<file path="src/rtl/camera_frame_rx_pkg.sv">
// cam_rx_pkg: shared state type and constants for the camera frame receiver
package cam_rx_pkg;
  typedef enum logic [1:0] {IDLE, SYNC, FRAME} state_t;
  localparam int CNT_W = 12;
  localparam int ERR_LEN = 0;
  localparam int ERR_CNT = 1;
  localparam int ERR_W = 2;
endpackage

</file>
<file path="src/rtl/camera_frame_rx_if.sv">
// camera_frame_rx_if: sensor timing inputs and flagged pixel stream of the camera receiver
interface camera_frame_rx_if
  import cam_rx_pkg::*;
#(
  parameter int DW = 10,
  parameter int CW = CNT_W
);
  logic fv;
  logic lv;
  logic pix_en;
  logic [DW-1:0] pix_data;
  logic px_valid;
  logic [DW-1:0] px_data;
  logic px_sof;
  logic px_eol;
  logic px_eof;
  logic [CW-1:0] x_pos;
  logic [CW-1:0] y_pos;
  modport master (
    output fv, lv, pix_en, pix_data,
    input  px_valid, px_data, px_sof, px_eol, px_eof, x_pos, y_pos
  );
  modport slave (
    input  fv, lv, pix_en, pix_data,
    output px_valid, px_data, px_sof, px_eol, px_eof, x_pos, y_pos
  );
endinterface

</file>
<file path="src/rtl/camera_frame_rx_edge_detect.sv">
// cam_edge_detect: registers a sensor timing strobe and flags its rising and falling edges
module cam_edge_detect (
  input  logic clk,
  input  logic reset_n,
  input  logic d,
  output logic q,
  output logic rise,
  output logic fall
);
  logic q_d;
  always_ff @(posedge clk or negedge reset_n)
    if (!reset_n) {q, q_d} <= '0;
    else {q, q_d} <= {d, q};
  assign rise = q & ~q_d;
  assign fall = ~q & q_d;
endmodule

</file>
<file path="src/rtl/camera_frame_rx.sv">
// camera_frame_rx: parallel camera receiver emitting a flagged pixel stream with frame geometry checks
module camera_frame_rx
  import cam_rx_pkg::*;
#(
  parameter int HPIX = 640,
  parameter int VPIX = 400,
  parameter int DW = 10,
  parameter int CW = CNT_W
) (
  input  logic clk,
  input  logic reset_n,
  input  logic enable,
  input  logic err_clr,
  camera_frame_rx_if.slave bus,
  output logic frame_done,
  output logic [15:0] frame_count,
  output logic [CW-1:0] last_line_len,
  output logic err_line_len,
  output logic err_line_cnt
);
  localparam logic [CW-1:0] H = CW'(HPIX);
  localparam logic [CW-1:0] V = CW'(VPIX);
  localparam logic [CW-1:0] HL = CW'(HPIX - 1);
  localparam logic [CW-1:0] VL = CW'(VPIX - 1);
  state_t state, state_nx;
  logic primed, pe_q;
  logic [DW-1:0] pd_q;
  logic fv_q, fv_rise, fv_fall, lv_q, lv_rise_unused, lv_fall;
  logic [CW-1:0] col, row, row_nx;
  logic [ERR_W-1:0] err;
  logic acc, emit, line_end, frame_end;
  cam_edge_detect u_fv (.clk(clk), .reset_n(reset_n), .d(bus.fv), .q(fv_q), .rise(fv_rise), .fall(fv_fall));
  cam_edge_detect u_lv (.clk(clk), .reset_n(reset_n), .d(bus.lv), .q(lv_q), .rise(lv_rise_unused), .fall(lv_fall));
  assign acc = state == FRAME && lv_q && pe_q;
  assign emit = acc && col < H && row < V;
  assign line_end = state == FRAME && lv_fall && col != '0;
  assign frame_end = state == FRAME && fv_fall;
  assign row_nx = line_end && row != '1 ? row + 1'b1 : row;
  assign err_line_len = err[ERR_LEN];
  assign err_line_cnt = err[ERR_CNT];
  always_ff @(posedge clk or negedge reset_n)
    if (!reset_n) state <= IDLE;
    else state <= state_nx;
  always_comb
    state_nx = state == IDLE ? (primed && !fv_q ? SYNC : IDLE)
             : state == SYNC ? (fv_rise && enable ? FRAME : SYNC)
             : (frame_end ? SYNC : FRAME);
  always_ff @(posedge clk or negedge reset_n)
    if (!reset_n) begin
      primed <= 1'b0;
      pe_q <= 1'b0;
      pd_q <= '0;
      col <= '0;
      row <= '0;
      err <= '0;
      frame_done <= 1'b0;
      frame_count <= '0;
      last_line_len <= '0;
      bus.px_valid <= 1'b0;
      bus.px_data <= '0;
      bus.px_sof <= 1'b0;
      bus.px_eol <= 1'b0;
      bus.px_eof <= 1'b0;
      bus.x_pos <= '0;
      bus.y_pos <= '0;
    end else begin
      primed <= 1'b1;
      pe_q <= bus.pix_en;
      pd_q <= bus.pix_data;
      col <= state != FRAME || lv_fall ? '0 : (acc && col != '1 ? col + 1'b1 : col);
      row <= state != FRAME ? '0 : row_nx;
      bus.px_valid <= emit;
      bus.px_data <= pd_q;
      bus.px_sof <= emit && col == '0 && row == '0;
      bus.px_eol <= emit && col == HL;
      bus.px_eof <= emit && col == HL && row == VL;
      bus.x_pos <= col;
      bus.y_pos <= row;
      frame_done <= frame_end;
      frame_count <= frame_count + 16'(frame_end);
      if (line_end) last_line_len <= col;
      err[ERR_LEN] <= (line_end && col != H) || (err[ERR_LEN] && !err_clr);
      err[ERR_CNT] <= (frame_end && row_nx != V) || (err[ERR_CNT] && !err_clr);
    end
endmodule

</file>
<file path="src/flat_wrapper.sv">
// flat-port wrapper written by rule: the top's interface ports become plain ports
module camera_frame_rx_flat import cam_rx_pkg::*;
#(
  parameter int HPIX = 640,
  parameter int VPIX = 400,
  parameter int DW = 10,
  parameter int CW = CNT_W
)
  (clk, reset_n, enable, err_clr, frame_done, frame_count, last_line_len, err_line_len, err_line_cnt, bus_fv, bus_lv, bus_pix_en, bus_pix_data, bus_px_valid, bus_px_data, bus_px_sof, bus_px_eol, bus_px_eof, bus_x_pos, bus_y_pos);
  camera_frame_rx_if #(.DW(DW), .CW(CW)) bus_i ();
  input  logic clk;
  input  logic reset_n;
  input  logic enable;
  input  logic err_clr;
  output logic frame_done;
  output logic [15:0] frame_count;
  output logic [CW-1:0] last_line_len;
  output logic err_line_len;
  output logic err_line_cnt;
  input wire logic [$bits(bus_i.fv)-1:0] bus_fv;
  input wire logic [$bits(bus_i.lv)-1:0] bus_lv;
  input wire logic [$bits(bus_i.pix_en)-1:0] bus_pix_en;
  input wire logic [$bits(bus_i.pix_data)-1:0] bus_pix_data;
  output wire logic [$bits(bus_i.px_valid)-1:0] bus_px_valid;
  output wire logic [$bits(bus_i.px_data)-1:0] bus_px_data;
  output wire logic [$bits(bus_i.px_sof)-1:0] bus_px_sof;
  output wire logic [$bits(bus_i.px_eol)-1:0] bus_px_eol;
  output wire logic [$bits(bus_i.px_eof)-1:0] bus_px_eof;
  output wire logic [$bits(bus_i.x_pos)-1:0] bus_x_pos;
  output wire logic [$bits(bus_i.y_pos)-1:0] bus_y_pos;
  assign bus_i.fv = bus_fv;
  assign bus_i.lv = bus_lv;
  assign bus_i.pix_en = bus_pix_en;
  assign bus_i.pix_data = bus_pix_data;
  assign bus_px_valid = bus_i.px_valid;
  assign bus_px_data = bus_i.px_data;
  assign bus_px_sof = bus_i.px_sof;
  assign bus_px_eol = bus_i.px_eol;
  assign bus_px_eof = bus_i.px_eof;
  assign bus_x_pos = bus_i.x_pos;
  assign bus_y_pos = bus_i.y_pos;
  camera_frame_rx #(.HPIX(HPIX), .VPIX(VPIX), .DW(DW), .CW(CW)) u_core (.clk(clk), .reset_n(reset_n), .enable(enable), .err_clr(err_clr), .bus(bus_i), .frame_done(frame_done), .frame_count(frame_count), .last_line_len(last_line_len), .err_line_len(err_line_len), .err_line_cnt(err_line_cnt));
endmodule
</file>
<file path="config.mk">
export PLATFORM = sky130hd
export DESIGN_NAME = camera_frame_rx_flat
export DESIGN_NICKNAME = d
export VERILOG_FILES = /design/src/rtl/camera_frame_rx_pkg.sv /design/src/rtl/camera_frame_rx_if.sv /design/src/rtl/camera_frame_rx_edge_detect.sv /design/src/rtl/camera_frame_rx.sv /design/src/flat_wrapper.sv
export SDC_FILE = /design/constraint.sdc
export NUM_CORES = 1
export LEC_CHECK = 0
export CORE_ASPECT_RATIO = 1.4
export CORE_MARGIN = 1
export CORE_UTILIZATION = 30
export DETAILED_ROUTE_END_ITERATION = 8
export GPL_TIMING_DRIVEN = 0
export PLACE_DENSITY = 0.55
export SLEW_MARGIN = 20
export SYNTH_ARGS = -nofsm -noshare
export SYNTH_HDL_FRONTEND = slang
export SYNTH_SLANG_ARGS = --single-unit
</file>
<file path="constraint.sdc">
create_clock -name clk -period 3.2 [get_ports clk]
set_input_delay 0.32 -clock clk [delete_from_list [all_inputs] [get_ports clk]]
set_output_delay 0.32 -clock clk [all_outputs]
set_load 0.05 [all_outputs]
</file>
== Word-level counts from Yosys, hierarchy flattened ==
Index checks and enable logic that the tools add are counted.
Operators by class
  $add $sub $neg: 3
  magnitude comparators: 2
  equal/unequal tests: 9
  multiplexer cells: 9
  bitwise gates (word level): 6
  reduce and logical (&&, ||, !) cells: 29
Operator list (count)
  $mux 12: 4
  $add 12x1->12 const B: 2
  $logic_not 12->1: 2
  $ne 12x12->1 const B: 2
  $logic_and 1x1->1: 19
  $add 16x1->16: 1
  $eq 12x10->1 const B: 1
  $eq 12x9->1 const B: 1
  $lt 12x10->1 const B: 1
  $lt 12x9->1 const B: 1
  $ne 12x10->1 const B: 1
  $ne 12x9->1 const B: 1
  $reduce_bool 12->1: 1
  $mux 2: 4
  $and 1x1->1: 3
  $logic_or 1x1->1: 3
  $not 1->1: 3
  $eq 2x1->1 const B: 1
  $eq 2x2->1 const B: 1
  $logic_not 1->1: 2
  $logic_not 2->1: 1
  $ne 2x2->1 const B: 1
  $reduce_bool 2->1: 1
  $mux 1: 1
Storage, ports and cells
  register bits: 111
  logic and storage cells: 79

== Depth between registers and ports, before layout ==
Gate-level depths: netlist of run 1.
  depth in word-level cells: 9
  mapped depth: 9
  gate-level depth less buffers: 8

== Cells and area by module ==
Synthesis of run 1 repeated with hierarchy kept, for this count alone.
Unflattened totals
  cell total of the unflattened synthesis: 361
  area, all modules: 4329.2 sq um
By module, submodules not included
  camera_frame_rx: times used 1, cells each 353, area each 4199.0 sq um, sequential area each 2677.6 sq um
  cam_edge_detect: times used 2, cells each 4, area each 65.1 sq um, sequential area each 50.0 sq um

== Least setup slack after synthesis of run 1 ==
No wires, ideal clock.
  path type: reg2reg
  from: register u_core.row[1]
  to: register u_core.err[1]
  data arrival time: 1988 ps
  required time: 3076 ps
  setup slack: 1088 ps
  stages on the path, launching flop included: 8
  path buffers: 0
  path through: dfrtp_1 -> ha_1 -> nand3_2 -> or4_4 -> nand4_1 -> nor4b_2 -> o22ai_1 -> o31a_1
On the way
  cells in the longest elaborated chain, start to end: 6
Ends and longest elaborated chain
  start: declaration: RTL line camera_frame_rx.sv:29  | logic [CW-1:0] col, row, row_nx;
  start signal: assignment: RTL line camera_frame_rx.sv:71  | row <= state != FRAME ? '0 : row_nx;
  parallel branches: the longest is 2 deep, another holds $add 12x1->12
  $mux 12 (*): RTL line camera_frame_rx.sv:38  | assign row_nx = line_end && row != '1 ? row + 1'b1 : row;
  $ne 12x9->1 (*): RTL line camera_frame_rx.sv:83  | err[ERR_CNT] <= (frame_end && row_nx != V) || (err[ERR_CNT] && !err_clr);
  $logic_and 1x1->1 (*): RTL line camera_frame_rx.sv:83
  $logic_or 1x1->1 (*): RTL line camera_frame_rx.sv:83
  end signal: indexed assignment: RTL line camera_frame_rx.sv:82  | err[ERR_LEN] <= (line_end && col != H) || (err[ERR_LEN] && !err_clr);
  end signal: indexed assignment: RTL line camera_frame_rx.sv:83
  end: declaration: RTL line camera_frame_rx.sv:30  | logic [ERR_W-1:0] err;
Mark *: on every way between the ends.
A chain may end at the register's enable or synchronous reset.

== Final worst setup path of run 1 ==
  from: register u_core.col[5]
  to: register u_core.last_line_len[10]
On the way
  cells in the longest elaborated chain, start to end: 2
Ends and longest elaborated chain
  start: declaration: RTL line camera_frame_rx.sv:29
  start signal: assignment: RTL line camera_frame_rx.sv:70  | col <= state != FRAME || lv_fall ? '0 : (acc && col != '1 ? col + 1'b1 : col);
  $reduce_bool 12->1: RTL line camera_frame_rx.sv:36  | assign line_end = state == FRAME && lv_fall && col != '0;
  $logic_and 1x1->1: RTL line camera_frame_rx.sv:36
  end signal: assignment: RTL line camera_frame_rx.sv:81  | if (line_end) last_line_len <= col;
  end: declaration: RTL line camera_frame_rx.sv:17  | output logic [CW-1:0] last_line_len,
Every way passes these cells.

==> results of run 1 <==
registers in the layout (all words and copies together) (netlist names), 2 cells and up:
signal,count
u_core.err,2
u_core.last_line_len,12
u_core.row,12
u_core.frame_count,16
u_core.col,12
u_core.bus.y_pos,12
u_core.pd_q,10
u_core.bus.x_pos,12
u_core.state,2
u_core.bus.px_data,10
routing by layer:
| layer | vias up | routed length (microns) | track usage [%] |
|---|---|---|---|
| met1 | 1429 | 3880 | 16.0 |
| met2 | 71 | 4340 | 20.8 |
| met3 | 13 | 392 | 2.53 |
| met5 | - | 0 | 0 |
| met4 | 0 | 209 | 6.00 |
| li1 | 1395 | - | - |
cell families after synthesis:
logic type | count (synthesis) | synth area share (%)
AND/OR/NAND/NOR | 145 | 17.6
flip-flops | 111 | 64.7
XOR/XNOR | 38 | 7.76
buffers and inverters | 22 | 2.10
AO/OA/AOI/OAI | 19 | 3.09
multiplexers | 11 | 2.83
adder cells (fa/ha/maj) | 6 | 1.75
other | 1 | 0.0874
cells in the mapped netlist, drive strengths merged, types with 7 or more instances:
cell,instances,area (sq um)
dfrtp,111,2780
xnor2,24,210
nand3,20,105
mux2,9,101
nand2,35,131
and3,7,48.8
nor3,11,66.3
nor2,33,124
inv,10,37.5
xor2,14,123
nand4,13,87.6
nor4,8,56.3
worst min-delay path by stage:
| stage | startpoint | end | slack [ns] |
|---|---|---|---|
| 2_1_floorplan | reset_n | u_core.bus.px_data[0]$_DFF_PN0_ | 0.02 |
| 3_3_place_gp | u_core.pd_q[8]$_DFF_PN0_ | u_core.bus.px_data[8]$_DFF_PN0_ | 0.33 |
| 3_5_place_dp | reset_n | u_core.bus.px_data[8]$_DFF_PN0_ | 0.32 |
| 4_1_cts | u_core.pd_q[5]$_DFF_PN0_ | u_core.bus.px_data[5]$_DFF_PN0_ | 0.35 |
| 5_1_grt | u_core.pd_q[9]$_DFF_PN0_ | u_core.bus.px_data[9]$_DFF_PN0_ | 0.36 |
| 6_report | u_core.pd_q[5]$_DFF_PN0_ | u_core.bus.px_data[5]$_DFF_PN0_ | 0.35 |
per-stage QoR:
step / instance area (sq um) / utilization [%] / instances / setup slack, ns / setup TNS (ns)
global placement: 5370 / 38.6 / 623 / -2.31 / -255.03
CTS: 5690 / 40.9 / 641 / 0.583 / 0
finish: 5690 / 40.9 / 641 / 0.619 / 0
global route: 5690 / 40.9 / 641 / 0.423 / 0
floorplan: 4290 / - / 353 / 1.09 / 0
detailed placement: 5400 / 38.8 / 624 / 0.590 / 0
power breakdown:
part	internal, mW	total (mW)	switching [mW]
registers	1.48	1.55	0.0665
clock network	0.537	1.04	0.504
logic	0.168	0.539	0.371
total	2.18	3.13	0.942
critical path, delay by kind of cell, from the launching register on:
| kind | cells | cell delay [ns] |
|---|---|---|
| simple gates | 3 | 1.34 |
| buf+inv | 1 | 0.32 |
| flops | 1 | 0.46 |
| mux | 1 | 0.35 |
cell type report:
cell class                      count  area [sq um]  share of cell area [%]
Buffer                             12          52.6                   0.924
Sequential cell                   111          2780                    48.8
Multi-Input combinational cell    220          1420                    25.0
Timing Repair Buffer               87           890                    15.6
Clock inverter                      5          42.5                   0.748
Tap cell                          185           231                    4.07
Inverter                           10          37.5                   0.660
Clock buffer                       11           233                    4.09
timing repair:
item	4_1_cts	5_1_grt
setup endpoints to repair	0	0
endpoints found under the hold margin	57	0
buffers inserted	0	0
hold buffers	1	0
==> flow_metrics.tcl, run 1 <==
set metrics [dict create \
    yosysSeqAreaShare_pct 64.7 \
    whs_ns 0.348 \
    grtUsageTotal_pct 12.7 \
    status "finished, final reports clean" \
    drc 0 \
    dieArea_sq_um 14800 \
    ys_ff_latch 111 \
    fin_crit_ns 2.58 \
    clkSlewWorstSetupHoldPaths_ns 0.07 \
    final-setup-viol-count 0 \
    netlist_area_sq_um 4290 \
    powerDensity_nw_per_um2 550 \
    start_kind "flip-flop" \
    p_total_mw 3.13 \
    drive_gt1_share_pct 8.77 \
    hold_violations 0 \
    critPathSlowestCell "nand2_1" \
    holdCritPathClass "reg -> reg" \
    slew-limit-headroom_pct 64.8 \
    mostFrequentLayoutCell "dfrtp_1" \
    cp-endpoint "u_core.last_line_len[10]$_DFFE_PN0P_" \
    port_buffers 85 \
    r2r_cells 5 \
    async_flop_share_pct 100 \
    worstSetupPathType "reg -> reg" \
    antenna_found_initial 0 \
    cp-end-kind "flip-flop" \
    report.final.slew_viol_count 0 \
    grt_max_degree 59 \
    coreArea_sq_um 13900 \
    crit_start "u_core.col[5]$_DFFE_PN0P_" \
    nets 474 \
    synth_fp_nets 376 \
    initial_core_util_pct 30.8 \
    ctsLongestPathBuffers 2 \
    rows 51 \
    area_growth_syn_to_layout_pct 32.5 \
    period_share_pct 80.7 \
    worstPathArrival_ns 2.81 \
    hpwl_microns 6430 \
    via_count 2908 \
    finClkSkew_ns 0.00839 \
    cts-root-buf "clkbuf_16" \
    crit_fanout 10 \
    cts_buffers 9 \
    worst_pin_slew_ns 0.528 \
    ctsResizeCount 0 \
    ioPinCount 86 \
    synth-edff-count 0 \
    synth_warnings 0 \
    rr_startpoint "u_core.col[5]$_DFFE_PN0P_" \
    cts_tree "built" \
    first_global_vias 2986 \
    routabilityCongestion 0.850 \
    slowest_delay_ns 0.51 \
    maxCapViolCount 0 \
    crit_path_cell_trace "nor4_1 > nand4_1 > nand2_1 > buf_2 > mux2_2" \
    clock_latency_ns 0.34 \
    cts.sinks 111 \
    grt_pass1_wl_microns 14500 \
    synth_cells 353 \
    wl_per_cell_microns 13.8 \
    diodes 0 \
    viasPerCell 4.54 \
    hold-path-cell-count 0 \
    cts.htree.levels 3 \
    yosys.cell_types.count 43 \
    die_x_microns 103 \
    most-common-layout-cells "dfrtp_1, clkdlybuf4s50_1, nand2_1, nor2_1, xnor2_1" \
    vdd_drop_max_mv 0.320 \
    rsz0062_at_grt "no" \
    worstPathRequired_ns 3.43 \
    r2r_slack_ns 0.62 \
    avgSynthCellArea_sq_um 12.2 \
    drt_iter0_markers 125 \
    ys.flop_type "dfrtp_1" \
    dieHeight_microns 144 \
    grt.overflow.total 0 \
    nFillCells 1387 \
    fmax_mhz 387 \
    wirelength_microns 8820 \
    ant_nets 0 \
    dr.pass1.iters 4 \
    r2r-end "u_core.last_line_len[10]$_DFFE_PN0P_" \
    leakagePower_nw 2.47 \
]
(Power assumes the default switching activity.)
==> run 2, diff against run 1 <==
- PLACE_DENSITY: 0.55 -> 0.57
- clock period: 3.2 -> 2.1 ns (I/O delays scaled with it)
==> flow_metrics.tcl, run 2 (synthesized netlist as in run 1, its figures left out) <==
set metrics [dict create \
    via_count 3000 \
    ant_nets 0 \
    status "finished, final reports clean" \
    worst_pin_slew_ns 0.539 \
    initial_core_util_pct 30.8 \
    leakagePower_nw 2.66 \
    most-common-layout-cells "dfrtp_1, clkdlybuf4s50_1, nand2_1, nor2_1, xnor2_1" \
    place_ws_ns -0.490 \
    worstPathArrival_ns 2.33 \
    diodes 0 \
    worstPathRequired_ns 2.34 \
    critPathSlowestCell "or4_4" \
    p_total_mw 4.93 \
    crit_fanout 7 \
    ctsLongestPathBuffers 2 \
    hold_violations 0 \
    start_kind "flip-flop" \
    largest_register_ffs 16 \
    fmax_mhz 477 \
    area_growth_syn_to_layout_pct 41.4 \
    drc 0 \
    clkSlewWorstSetupHoldPaths_ns 0.08 \
    slew-limit-headroom_pct 63.9 \
    maxCapViolCount 0 \
    cts.sinks 111 \
    ioPinCount 86 \
    final_cell_area_sq_um 6070 \
    holdCritPathClass "in -> reg" \
    mostFrequentLayoutCell "dfrtp_1" \
    largest-register "u_core.frame_count" \
    dieHeight_microns 144 \
    cp-end-kind "flip-flop" \
    period_share_pct 99.7 \
    grt_pass1_wl_microns 14900 \
    grt_max_degree 66 \
    cp_common_cell "o31a_1" \
    slowest_delay_ns 0.49 \
    first_global_vias 3064 \
    routabilityCongestion 0.847 \
    hpwl_microns 6350 \
    cts.htree.levels 3 \
    powerDensity_nw_per_um2 812 \
    rows 51 \
    rsz0062_at_grt "yes" \
    placed_area_sq_um 5400 \
    r2r_cells 6 \
    viasPerCell 4.55 \
    grt.overflow.total 0 \
    finClkSkew_ns 0.00834 \
    final-setup-viol-count 0 \
    dr.pass1.iters 5 \
    port_buffers 85 \
    hold-path-cell-count 1 \
    cts_buffers 9 \
    wl_per_cell_microns 14.0 \
    worstSetupPathType "reg -> reg" \
    coreArea_sq_um 13900 \
    cts_tree "built" \
    fin_crit_ns 2.09 \
    dieArea_sq_um 14800 \
    grtUsageTotal_pct 13.3 \
    fin_ws_ns 0.00555 \
    nFillCells 1331 \
    fin_util_pct 43.6 \
    cts-root-buf "clkbuf_16" \
    crit_path_cell_trace "and3_4 > nand4_2 > xor2_1 > or4_4 > o31a_1 > o31a_1" \
    antenna_found_initial 0 \
    die_x_microns 103 \
    clock_latency_ns 0.34 \
    vdd_drop_max_mv 0.378 \
    drt_iter0_markers 174 \
    nets 492 \
    report.final.slew_viol_count 0 \
    wirelength_microns 9230 \
    drive_gt1_share_pct 20.7 \
]
## run 2: cell types whose count changed in the layout (fill, tap and decap cells not counted), moves of 4 or more
| cell | previous run | this run |
|---|---|---|
| buf_2 | 6 | 1 |
| buf_4 | 0 | 22 |
| dfrtp_1 | 111 | 100 |
| clkbuf_1 | 8 | 1 |
| dfrtp_2 | 0 | 11 |
| nor3_1 | 10 | 6 |
## run 2: timing repair
item / CTS / global route
buffers inserted: 13 / 9
endpoints found under the hold margin: 46 / 0
gates resized for setup: 34 / 22
hold buffers: 1 / 0
endpoints found under the setup margin: 37 / 22
pin swaps: 4 / 3
gates cloned: 0 / 0
## run 2: worst paths after layout
path | from | endpoint | slack (ns)
setup / recovery | u_core.row[6]$_DFF_PN0_ | u_core.err[1]$_DFF_PN0_ | 0.006
hold / removal | bus_lv | u_core.u_lv.q$_DFF_PN0_ | 0.30
setup reg to reg | u_core.row[6]$_DFF_PN0_ | u_core.err[1]$_DFF_PN0_ | 0.006
hold reg to reg | u_core.pd_q[8]$_DFF_PN0_ | u_core.bus.px_data[8]$_DFF_PN0_ | 0.35
max in group asynchronous | reset_n | u_core.row[1]$_DFF_PN0_ | 1.08
min in group asynchronous | reset_n | u_core.pd_q[7]$_DFF_PN0_ | 0.35
## run 2: where the power goes
group,internal [mW],switching [mW],total [mW]
Clock,0.856,0.784,1.64
Combinational,0.335,0.588,0.923
Sequential,2.26,0.107,2.36
Total,3.45,1.48,4.93
## run 2: stage by stage
step                      instances  TNS (ns)  hold WS (ns)
after floorplan                 353         0       -0.0856
after global placement          623   -367.38         0.332
after detailed placement        624     -8.18         0.173
after CTS                       651         0         0.281
after global routing            659    -0.266         0.291
final                           659         0         0.300
## run 2: critical path: cells and delay by family, from the launching register on
family                    cells  cell delay [ns]
AOI/OAI and AO/OA             2             0.54
and+or+nand+nor               3             0.84
xor gates and xnor gates      1             0.16
DFF                           1             0.46
## run 2: layer usage
metal	global-route usage [%]	share of wire, %	vias up
met5	0	0	-
met4	7.49	1.7	0
met3	2.97	5.7	13
met2	21.3	50	86
met1	16.3	43	1463
li1	-	-	1438
## run 2: layout make-up
cell class / count / area, sq um / area share (%)
buffer: 8 / 75.1 / 1.24
clock buffer: 10 / 239 / 3.94
clock inverter: 6 / 51.3 / 0.846
inverter: 10 / 37.5 / 0.619
multi-input combinational: 220 / 1580 / 26.1
sequential: 111 / 2790 / 46.0
tap: 185 / 231 / 3.82
timing repair buffer: 109 / 1060 / 17.4
